File: config.mk
export PLATFORM = sky130hd
export DESIGN_NAME = cfu_cmd_issuer
export DESIGN_NICKNAME = d
export VERILOG_FILES = /design/src/rtl/cfu_cmd_issuer.sv
export SDC_FILE = /design/constraint.sdc
export NUM_CORES = 1
export LEC_CHECK = 0
export CAP_MARGIN = 30
export CORE_UTILIZATION = 59
export CTS_BUF_LIST = sky130_fd_sc_hd__clkbuf_16
export DETAILED_ROUTE_END_ITERATION = 10
export PLACE_DENSITY = 0.95
export REMOVE_ABC_BUFFERS = 1
export SLEW_MARGIN = 5
export SYNTH_ARGS = -nofsm -noshare
export SYNTH_HDL_FRONTEND = slang
export SYNTH_SLANG_ARGS = --single-unit
File: constraint.sdc
create_clock -name clk -period 13.5 [get_ports clk]
set_input_delay 3.375 -clock clk [delete_from_list [all_inputs] [get_ports clk]]
set_output_delay 3.375 -clock clk [all_outputs]
set_load 0.03 [all_outputs]
File: src/rtl/cfu_cmd_issuer.sv
// CFU command initiator: buffers host requests in a FIFO, issues them one at a time over the
// cmd/rsp interface, and holds each response (or a watchdog abort) on the result port.
module cfu_cmd_issuer #(
   parameter int FIFO_DEPTH     = 4,
   parameter int TIMEOUT_CYCLES = 256
) (
   input  logic        clk,
   input  logic        reset,
   input  logic        req_valid,
   output logic        req_ready,
   input  logic [9:0]  req_function_id,
   input  logic [31:0] req_inputs_0,
   input  logic [31:0] req_inputs_1,
   output logic        res_valid,
   input  logic        res_ready,
   output logic [31:0] res_output,
   output logic        res_timeout,
   output logic        busy,
   output logic        cmd_valid,
   input  logic        cmd_ready,
   output logic [9:0]  cmd_payload_function_id,
   output logic [31:0] cmd_payload_inputs_0,
   output logic [31:0] cmd_payload_inputs_1,
   input  logic        rsp_valid,
   output logic        rsp_ready,
   input  logic [31:0] rsp_payload_outputs_0
);

   localparam int AW = $clog2(FIFO_DEPTH);
   localparam int CW = (TIMEOUT_CYCLES > 0) ? $clog2(TIMEOUT_CYCLES + 1) : 1;
   localparam logic [CW-1:0] CNT_LAST = CW'((TIMEOUT_CYCLES > 0) ? TIMEOUT_CYCLES - 1 : 0);
   localparam logic [CW-1:0] CNT_MAX  = '1;

   typedef enum logic [1:0] {ST_IDLE, ST_ISSUE, ST_WAIT, ST_RESP} state_t;

   state_t state, state_nxt;

   logic [9:0]  fifo_id  [FIFO_DEPTH];
   logic [31:0] fifo_in0 [FIFO_DEPTH];
   logic [31:0] fifo_in1 [FIFO_DEPTH];
   logic [AW:0] wr_ptr, rd_ptr;
   logic        empty, full, push, pop;
   logic        load_cmd, capture, abort, timeout_hit;
   logic [CW-1:0] wd_cnt;

   // Handshakes: a transfer happens on any rising edge where valid and ready are both high;
   // valid, once raised, holds with stable payload until that edge.

   assign empty     = (wr_ptr == rd_ptr);
   assign full      = (wr_ptr[AW] != rd_ptr[AW]) && (wr_ptr[AW-1:0] == rd_ptr[AW-1:0]);
   assign req_ready = !full || pop;
   assign push      = req_valid && req_ready;

   assign cmd_valid   = (state == ST_ISSUE);
   assign rsp_ready   = (state == ST_ISSUE) || (state == ST_WAIT);
   assign res_valid   = (state == ST_RESP);
   assign busy        = !empty || (state != ST_IDLE);
   assign timeout_hit = (TIMEOUT_CYCLES != 0) && (wd_cnt == CNT_LAST);

   always_ff @(posedge clk or posedge reset) begin
      if (reset) state <= ST_IDLE;
      else       state <= state_nxt;
   end

   // A response captured in the same cycle as the timeout takes precedence over the abort.
   always_comb begin
      state_nxt = state;
      load_cmd  = 1'b0;
      capture   = 1'b0;
      abort     = 1'b0;
      pop       = 1'b0;
      case (state)
         ST_IDLE: begin
            if (!empty) begin
               load_cmd  = 1'b1;
               state_nxt = ST_ISSUE;
            end
         end
         ST_ISSUE: begin
            if (cmd_ready && rsp_valid) begin
               capture   = 1'b1;
               pop       = 1'b1;
               state_nxt = ST_RESP;
            end else if (timeout_hit) begin
               abort     = 1'b1;
               pop       = 1'b1;
               state_nxt = ST_RESP;
            end else if (cmd_ready) begin
               pop       = 1'b1;
               state_nxt = ST_WAIT;
            end
         end
         ST_WAIT: begin
            if (rsp_valid) begin
               capture   = 1'b1;
               state_nxt = ST_RESP;
            end else if (timeout_hit) begin
               abort     = 1'b1;
               state_nxt = ST_RESP;
            end
         end
         ST_RESP: begin
            if (res_ready) state_nxt = ST_IDLE;
         end
         default: state_nxt = ST_IDLE;
      endcase
   end

   always_ff @(posedge clk) begin
      if (push) begin
         fifo_id[wr_ptr[AW-1:0]]  <= req_function_id;
         fifo_in0[wr_ptr[AW-1:0]] <= req_inputs_0;
         fifo_in1[wr_ptr[AW-1:0]] <= req_inputs_1;
      end
   end

   always_ff @(posedge clk or posedge reset) begin
      if (reset) begin
         wr_ptr <= '0;
         rd_ptr <= '0;
      end else begin
         if (push) wr_ptr <= wr_ptr + (AW+1)'(1);
         if (pop)  rd_ptr <= rd_ptr + (AW+1)'(1);
      end
   end

   always_ff @(posedge clk or posedge reset) begin
      if (reset) begin
         cmd_payload_function_id <= '0;
         cmd_payload_inputs_0    <= '0;
         cmd_payload_inputs_1    <= '0;
      end else if (load_cmd) begin
         cmd_payload_function_id <= fifo_id[rd_ptr[AW-1:0]];
         cmd_payload_inputs_0    <= fifo_in0[rd_ptr[AW-1:0]];
         cmd_payload_inputs_1    <= fifo_in1[rd_ptr[AW-1:0]];
      end
   end

   // Watchdog counts every cycle spent in ISSUE or WAIT and sticks at its maximum.
   always_ff @(posedge clk or posedge reset) begin
      if (reset) begin
         wd_cnt <= '0;
      end else if (load_cmd) begin
         wd_cnt <= '0;
      end else if (rsp_ready && (wd_cnt != CNT_MAX)) begin
         wd_cnt <= wd_cnt + CW'(1);
      end
   end

   always_ff @(posedge clk or posedge reset) begin
      if (reset) begin
         res_output  <= '0;
         res_timeout <= 1'b0;
      end else if (capture) begin
         res_output  <= rsp_payload_outputs_0;
         res_timeout <= 1'b0;
      end else if (abort) begin
         res_output  <= '0;
         res_timeout <= 1'b1;
      end
   end

endmodule

== Yosys cells after proc, flatten, opt, wreduce, memory -nomap -nowiden ==
Memory sizes are Yosys's and may differ from the RTL's. A register that Yosys moved wholly into a read port is not among the register bits.
Index checks and enable logic that the tools add are counted.

* Bits in registers: 50
* Bits in writable memories: 296
* Input port bits: 112
* Output and inout port bits: 112
* Logic and storage cells: 67
* Memories kept: 3

{| class="wikitable"
|+ Memory list
! memory !! depth !! bits a word !! rd ports !! clocked after Yosys merged registers in !! write ports !! RTL line !! source
|-
| fifo_in0 || 4 || 32 || 1 || 1 || 1 || 39 || <nowiki>logic [31:0] fifo_in0 [FIFO_DEPTH];</nowiki>
|-
| fifo_in1 || 4 || 32 || 1 || 1 || 1 || 40 || <nowiki>logic [31:0] fifo_in1 [FIFO_DEPTH];</nowiki>
|-
| fifo_id || 4 || 10 || 1 || 1 || 1 || 38 || <nowiki>logic [9:0] fifo_id [FIFO_DEPTH];</nowiki>
|}

* Add/subtract/negate cells: 3
* Equal/unequal tests: 12
* Multiplexer cells: 29
* Reduce and logical (&&, ||, !) cells: 14

{| class="wikitable"
|+ Operators with widths
! operator !! number
|-
| $mux 32 || 2
|-
| $mux 9 || 2
|-
| $mux 1 || 15
|-
| $mux 2 || 7
|-
| $add 9x1->9 const B || 1
|-
| $eq 9x8->1 const B || 1
|-
| $ne 9x9->1 const B || 1
|-
| $pmux 2 s4 || 1
|-
| $add 3x1->3 const B || 2
|-
| $reduce_bool 2->1 || 3
|-
| $eq 2x2->1 const B || 2
|-
| $logic_and 1x1->1 || 4
|-
| $ne 4x1->1 const B || 1
|-
| $pmux 1 s2 || 2
|-
| $reduce_and 4->1 || 1
|-
| $eq 3x3->1 || 1
|-
| $logic_or 1x1->1 || 3
|-
| $ne 3x3->1 const B || 1
|-
| $eq 2x1->1 const B || 1
|-
| $eq 2x2->1 || 1
|-
| $logic_not 1->1 || 2
|-
| $logic_not 2->1 || 1
|-
| $ne 2x1->1 const B || 1
|-
| $ne 2x2->1 const B || 1
|-
| $ne 1x1->1 || 1
|}

== Logic depth before layout (Yosys ltp) ==
Gate-level depths: netlist of run 1.

* Depth after elaboration: 8
* Mapped depth: 9

== Least setup slack after synthesis of run 1 ==
OpenSTA, ideal clock, no wires.

* Path type: input to output
* Start point: input port cmd_ready
* End point: output port req_ready
* Arrival time: 4.032 ns
* Data required time: 10.125 ns
* Setup slack: 6.093 ns
* Cell stages on the path: 2
* Buffers on the path: 0
* Cell sequence: o21ai_0 nand4_1

* Cells in the longest elaborated chain, start to end: 5
* Elaborated cells on any way between the ends: 6

{| class="wikitable"
|+ RTL lines
! what !! RTL line !! source
|-
| start, declared || 20 || <nowiki>input logic cmd_ready,</nowiki>
|-
| $mux 1 || 88 || <nowiki>end else if (cmd_ready) begin</nowiki>
|-
| $mux 1 || 84 || <nowiki>end else if (timeout_hit) begin</nowiki>
|-
| $mux 1 (*) || 80 || <nowiki>if (cmd_ready && rsp_valid) begin</nowiki>
|-
| $mux 1 (*) || 72 || <nowiki>case (state)</nowiki>
|-
| $logic_or 1x1->1 (*) || 51 || <nowiki>assign req_ready = !full || pop;</nowiki>
|-
| end, declared || 10 || <nowiki>output logic req_ready,</nowiki>
|}

Every way passes the cells marked *; elsewhere a longest branch is shown, timed or not.

== Final worst setup path of run 1 ==
Same ends and word-level chain as after synthesis.

==> flow_summary_export.csv, run 1 <==
group,metric,value,unit
run_status,status,"finished, final reports clean",
clock_network,cts_tree,"done",
clock_network,htree_levels,2,
cells_and_area,layout_commonest_cell,"edfxtp_1",
grt,antenna_found_initial,2,
grt,grt_pass1_vias,8635,
job,drv_cap,0,
hold_path,hold_path.class,"register to register",
place,dp_slack,4.89,ns
sta,setup_viol,0,
pwr,p_leak,7.45,nW
sta,fin_crit,8.65,ns
synthesis,ys_ff_latch,420,
clock_network,clkLatencyLatePin,0.53,ns
sta,final.setup.tns,0,ns
floorplanning,die_y,168,um
worst_setup_path,cp_data_arrival_time,5.28,ns
clock_network,cts_sinks,420,
grt,grt_max_degree,62,
place,port_buffers,223,
drt,vias,8137,
hold_path,min-delay-start,"cmd_payload_inputs_1[8]$_DFFE_PP0P_",
worst_setup_path,crit_type,"input pin to output pin",
cells_and_area,area_growth,22.9,%
sta,hold_viol,0,
pwr,ir_worst_vdd,189,uV
clock_network,root_buffer,"clkbuf_16",
clock_network,clock_path_buffers,3,
worst_setup_path,required,10.12,ns
clock_network,ctsHoldBuffers,0,
worst_setup_path,regToRegEndpoint,"fifo_in1[2][16]$_DFFE_PP_",
cells_and_area,drive_gt1_share,17.0,%
worst_setup_path,worstSetupStartpointType,"input pin",
place,place_inst,1326,
worst_setup_path,r2r-start,"wd_cnt[0]$_DFFE_PP0P_",
hold_path,holdPathStages,1,
worst_setup_path,reg2reg_slack,10.19,ns
clock_network,numCtsBuffers,41,
drt,viasPerCell,5.80,
cells_and_area,mostFrequentLayoutCells,"edfxtp_1, clkdlybuf4s50_1, dfrtp_1",
drt,ant_nets,0,
floorplanning,row_count,60,
cells_and_area,fin_nets,1154,
floorplanning,die_w,168,um
cells_and_area,final_cells,1403,
grt,grt_pass1_wl,49600,um
sta,timing_worst_slew_pin_value,0.865,ns
synthesis,seq_area_frac_synth,73.5,%
clock_network,post_cts_buffers,0,
drt,drc_errors,0,
worst_setup_path,crit_path_max_fanout,6,
drt,first_iter_violations,519,
clock_network,clk_pin_slew_worst_paths,0.06,ns
drt,wl_per_cell,22.7,um
sta,rsz0062_at_grt,"no",
cells_and_area,fin_util,74.2,%
floorplanning,start_util,60.4,%
sta,setup_slack,4.85,ns
synthesis,postSynthAreaPerCell,20.7,um^2
pwr,power_density,245,nW/um^2
worst_setup_path,r2r_cells,8,
synthesis,synth.distinct_cells,36,
grt,grt_remaining_overflow,0,
sta,fin_crit_sh,64.1,%
place,gp_congestion,0.748,
sta,max_slew_margin,42.4,%
grt,grt_util_all_layers,23.2,%
floorplanning,die_area,28300,um^2
drt,wl,31800,um
clock_network,cts_resized,0,
sta,slew_violations,0,
synthesis,syn_area,16300,um^2
synthesis,ys_warn_count,0,
sta,fmax,116,MHz
hold_path,holdPathEnd,"cmd_payload_inputs_1[8]$_DFFE_PP0P_",
floorplanning,io_pins,224,
synthesis,synth_cells,789,
place,hpwlAfterDp,19000,um
sta,finClkSkew,0.0218,ns
floorplanning,core-area,27000,um^2
drt,first_pass_iters,4,
worst_setup_path,crit_path_end_kind,"output pin",
-- report_power, final --
group,internal (W),switching (W),leakage (nW)
Clock,0.000614,0.000457,0.668
Combinational,0.000887,0.000934,2.57
Sequential,0.00180,0.000224,4.21
-- logic make-up (layout without fill, tap and decap cells) --
family / count (synthesis) / in the layout / share of synthesized area [%]
other: 0 / 1 / 0
AO/OA/AOI/OAI: 45 / 45 / 1.54
XOR/XNOR: 14 / 14 / 0.798
buffers and inverters: 45 / 317 / 2.56
AND/OR/NAND/NOR: 100 / 100 / 2.64
multiplexers: 152 / 152 / 18.0
flip-flops: 420 / 420 / 73.5
adder cells (fa/ha/maj): 13 / 13 / 0.997
-- layout make-up --
class | count | area [um^2]
Antenna cell | 1 | 2.50
Clock buffer | 43 | 1080
Clock inverter | 32 | 200
Fill cell | 1488 | 6980
Inverter | 8 | 35.0
Multi-Input combinational cell | 324 | 3940
Sequential cell | 420 | 12000
Tap cell | 341 | 427
Timing Repair Buffer | 234 | 2370
-- cell usage after synthesis --
cell type	count	area share, %
edfxtp_1	296	54
dfrtp_1	124	19
nand2_1	71	1.6
mux2_4	60	5.5
mux4_1	43	6.9
o21ai_0	33	1.0
mux4_2	31	4.3
ha_1	13	1.0
clkbuf_1	12	0.28
mux2_2	12	0.83
clkbuf_8	11	0.93
nor2_1	10	0.23
and3_1	9	0.35
inv_1	8	0.18
xor2_1	7	0.38
buf_12	6	0.74
xnor2_1	6	0.32
mux2_1	5	0.35
nand4_1	4	0.15
a21o_1	3	0.14
buf_2	3	0.092
nand2b_1	3	0.12
a211oi_1	2	0.092
a21oi_1	2	0.061
buf_6	2	0.14
buf_8	2	0.18
o21a_1	2	0.092
a22oi_1	1	0.046
and4_1	1	0.054
buf_1	1	0.023
mux2i_1	1	0.061
nand4bb_1	1	0.069
nor2b_1	1	0.038
o2111ai_1	1	0.054
o21bai_1	1	0.046
xnor2_2	1	0.10
-- worst max path at each step --
stage | start | to | cells past startpoint | slack [ns]
finish | cmd_ready | req_ready | 4 | 4.85
global placement | cmd_ready | req_ready | 4 | 4.93
global route | cmd_ready | req_ready | 4 | 4.79
CTS | cmd_ready | req_ready | 4 | 4.87
detailed placement | cmd_ready | req_ready | 4 | 4.89
floorplan | cmd_ready | req_ready | 2 | 6.09
-- metal layers --
layer / global-route usage (%) / part of all wire, % / wire (um)
met3: 5.48 / 6.7 / 2120
met5: 0 / 0.035 / 11
met2: 39.6 / 51 / 16300
met4: 7.08 / 2.4 / 770
met1: 29.8 / 40 / 12600
-- critical path, stage by stage --
cell	delay (ns)
clkdlybuf4s50_1	0.49
o21ai_0	0.41
nand4_1	0.30
clkdlybuf4s50_1	0.70
-- metrics by stage --
step	power (W)	area, um^2	hold WS (ns)
detailed placement	0.00387	18700	0.486
CTS	0.00496	20000	0.500
floorplan	0.00325	15900	0.460
global route	0.00513	20000	0.515
finish	0.00492	20000	0.489
global placement	0.00378	18700	0.472
-- registers in the layout, summed over array words and instances, names as in the netlist --
signal and count:
cmd_payload_inputs_1 32, wd_cnt 9, wr_ptr 3, res_timeout 1, cmd_payload_function_id 10, cmd_payload_inputs_0 32, res_output 32, fifo_in0 128
state 2, fifo_id 40, rd_ptr 3, fifo_in1 128
No activity file was read; power rests on OpenSTA's default activity.
==> run 2: changes to the inputs <==
- CORE_UTILIZATION: 59 -> 49
- PLACE_DENSITY: 0.95 -> 0.85
- clock period: 13.5 -> 7.7 ns (I/O delays scaled with it)
==> flow_summary_export.csv, run 2 (synthesized netlist as in run 1, its figures left out) <==
group,metric,value,unit
place,port_buffers,223,
run_status,status,"finished, final reports clean",
drt,wl_per_cell,20.8,um
sta,timing_worst_slew_pin_value,0.943,ns
sta,hold-worst-slack,0.487,ns
worst_setup_path,required,5.78,ns
hold_path,holdPathStages,1,
drt,first_iter_violations,367,
drt,viasPerCell,5.26,
sta,fin_crit,5.62,ns
clock_network,post_cts_buffers,0,
pwr,netSwitchingFraction,32.4,%
floorplanning,core-area,32600,um^2
worst_setup_path,crit_path_max_fanout,6,
worst_setup_path,r2r-start,"wd_cnt[0]$_DFFE_PP0P_",
cells_and_area,fin_nets,1156,
sta,final.setup.tns,0,ns
grt,grt_util_all_layers,18.6,%
cells_and_area,final_cells,1508,
floorplanning,die_area,34000,um^2
sta,hold_viol,0,
sta,slew_violations,0,
sta,max_slew_margin,37.1,%
hold_path,min-delay-start,"wr_ptr[2]$_DFFE_PP0P_",
worst_setup_path,crit_path_end_kind,"output pin",
worst_setup_path,regToRegEndpoint,"fifo_in1[1][27]$_DFFE_PP_",
drt,vias,7938,
worst_setup_path,reg2reg_slack,4.44,ns
worst_setup_path,crit_type,"input pin to output pin",
cells_and_area,area_growth,24.3,%
floorplanning,die_y,184,um
grt,grt_pass1_wl,47300,um
worst_setup_path,cp_data_arrival_time,3.70,ns
worst_setup_path,cpMaxStageDelayCell,"clkdlybuf4s50_1",
cells_and_area,n_fill_cell,2201,
worst_setup_path,critical_path.top_delay_family,"buffers and inverters",
cells_and_area,layout_commonest_cell,"edfxtp_1",
worst_setup_path,worstSetupStartpointType,"input pin",
drt,first_pass_iters,5,
pwr,p_seq_share,40.3,%
grt,grt_max_degree,65,
hold_path,hold_path.class,"register to register",
pwr,clkPwrFrac,22.9,%
drt,ant_nets,0,
sta,fin_crit_sh,73.0,%
place,place_area,18900,um^2
worst_setup_path,r2r_cells,8,
clock_network,ctsHoldBuffers,0,
grt,grt_remaining_overflow,0,
clock_network,numCtsBuffers,43,
job,drv_cap,0,
drt,wl,31300,um
clock_network,cts_tree,"done",
clock_network,htree_levels,2,
clock_network,clock_path_buffers,3,
worst_setup_path,worst_path_largest_cell_delay,0.70,ns
cells_and_area,mostFrequentLayoutCells,"edfxtp_1, clkdlybuf4s50_1, dfrtp_1",
grt,antenna_found_initial,1,
place,place_inst,1427,
sta,fmax,178,MHz
worst_setup_path,crit_top_cell,"clkdlybuf4s50_1",
clock_network,root_buffer,"clkbuf_16",
pwr,switchingPower,0.00283,W
place,hpwlAfterDp,18900,um
floorplanning,row_count,66,
pwr,p_int,0.00590,W
cells_and_area,diodes,0,
sta,finClkSkew,0.0225,ns
cells_and_area,drive_gt1_share,17.0,%
pwr,p_leak,7.50,nW
floorplanning,die_w,184,um
worst_setup_path,worst-path-buf-inv,2,
floorplanning,start_util,50.0,%
clock_network,cts_resized,0,
clock_network,clk_pin_slew_worst_paths,0.06,ns
sta,rsz0062_at_grt,"no",
pwr,power_density,430,nW/um^2
grt,grt_pass1_vias,8394,
drt,drc_errors,0,
sta,setup_viol,0,
worst_setup_path,worstPathCellList,"clkdlybuf4s50_1, o21ai_0, nand4_1, clkdlybuf4s50_1",
clock_network,cts_sinks,420,
hold_path,holdPathEnd,"wr_ptr[2]$_DFFE_PP0P_",
pwr,ir_worst_vdd,285,uV
place,gp_congestion,0.676,
floorplanning,io_pins,224,
pwr,power,0.00873,W
pwr,power_frac_comb,36.9,%
clock_network,clkLatencyLatePin,0.54,ns
cells_and_area,final_area,20300,um^2
-- run 2: worst max path at each step --
stage / end / cells past startpoint / start / slack, ns
2_1_floorplan: cmd_payload_function_id[9]$_DFFE_PP0P_ / 4 / rd_ptr[0]$_DFFE_PP0P_ / 1.60
3_3_place_gp: req_ready / 4 / cmd_ready / 2.07
3_5_place_dp: req_ready / 4 / cmd_ready / 2.07
4_1_cts: req_ready / 4 / cmd_ready / 2.05
5_1_grt: req_ready / 4 / cmd_ready / 1.89
6_report: req_ready / 4 / cmd_ready / 2.08
-- run 2: through the flow --
stage               util, %  setup slack [ns]
finish                 62.2              2.08
floorplan                 -              1.60
CTS                    62.1              2.05
detailed placement     57.9              2.07
global route           62.2              1.89
global placement       57.7              2.07
-- run 2: final cells by class --
type | instances | area [um^2] | share of cell area, %
inverters | 8 | 35.0 | 0.173
multi-input cells | 324 | 3940 | 19.4
clock inverters | 36 | 275 | 1.36
repair buffers | 234 | 2370 | 11.7
well taps | 442 | 553 | 2.73
clock buffers | 44 | 1100 | 5.43
flip-flops and latches | 420 | 12000 | 59.2
-- run 2: routing by layer --
metal  global-route usage [%]  wire length, um
met1                     23.1            12700
met2                     32.4            16000
met3                     4.72             2120
met4                     4.60              485
met5                        0               13
-- run 2: power groups by stage --
stage                     clock network, W  logic, W  registers (W)
after floorplan                          0   0.00161        0.00409
after global placement                   0   0.00315        0.00352
after detailed placement                 0   0.00326        0.00355
after CTS                          0.00203   0.00328        0.00353
after global routing               0.00212   0.00342        0.00358
final                              0.00199   0.00322        0.00351
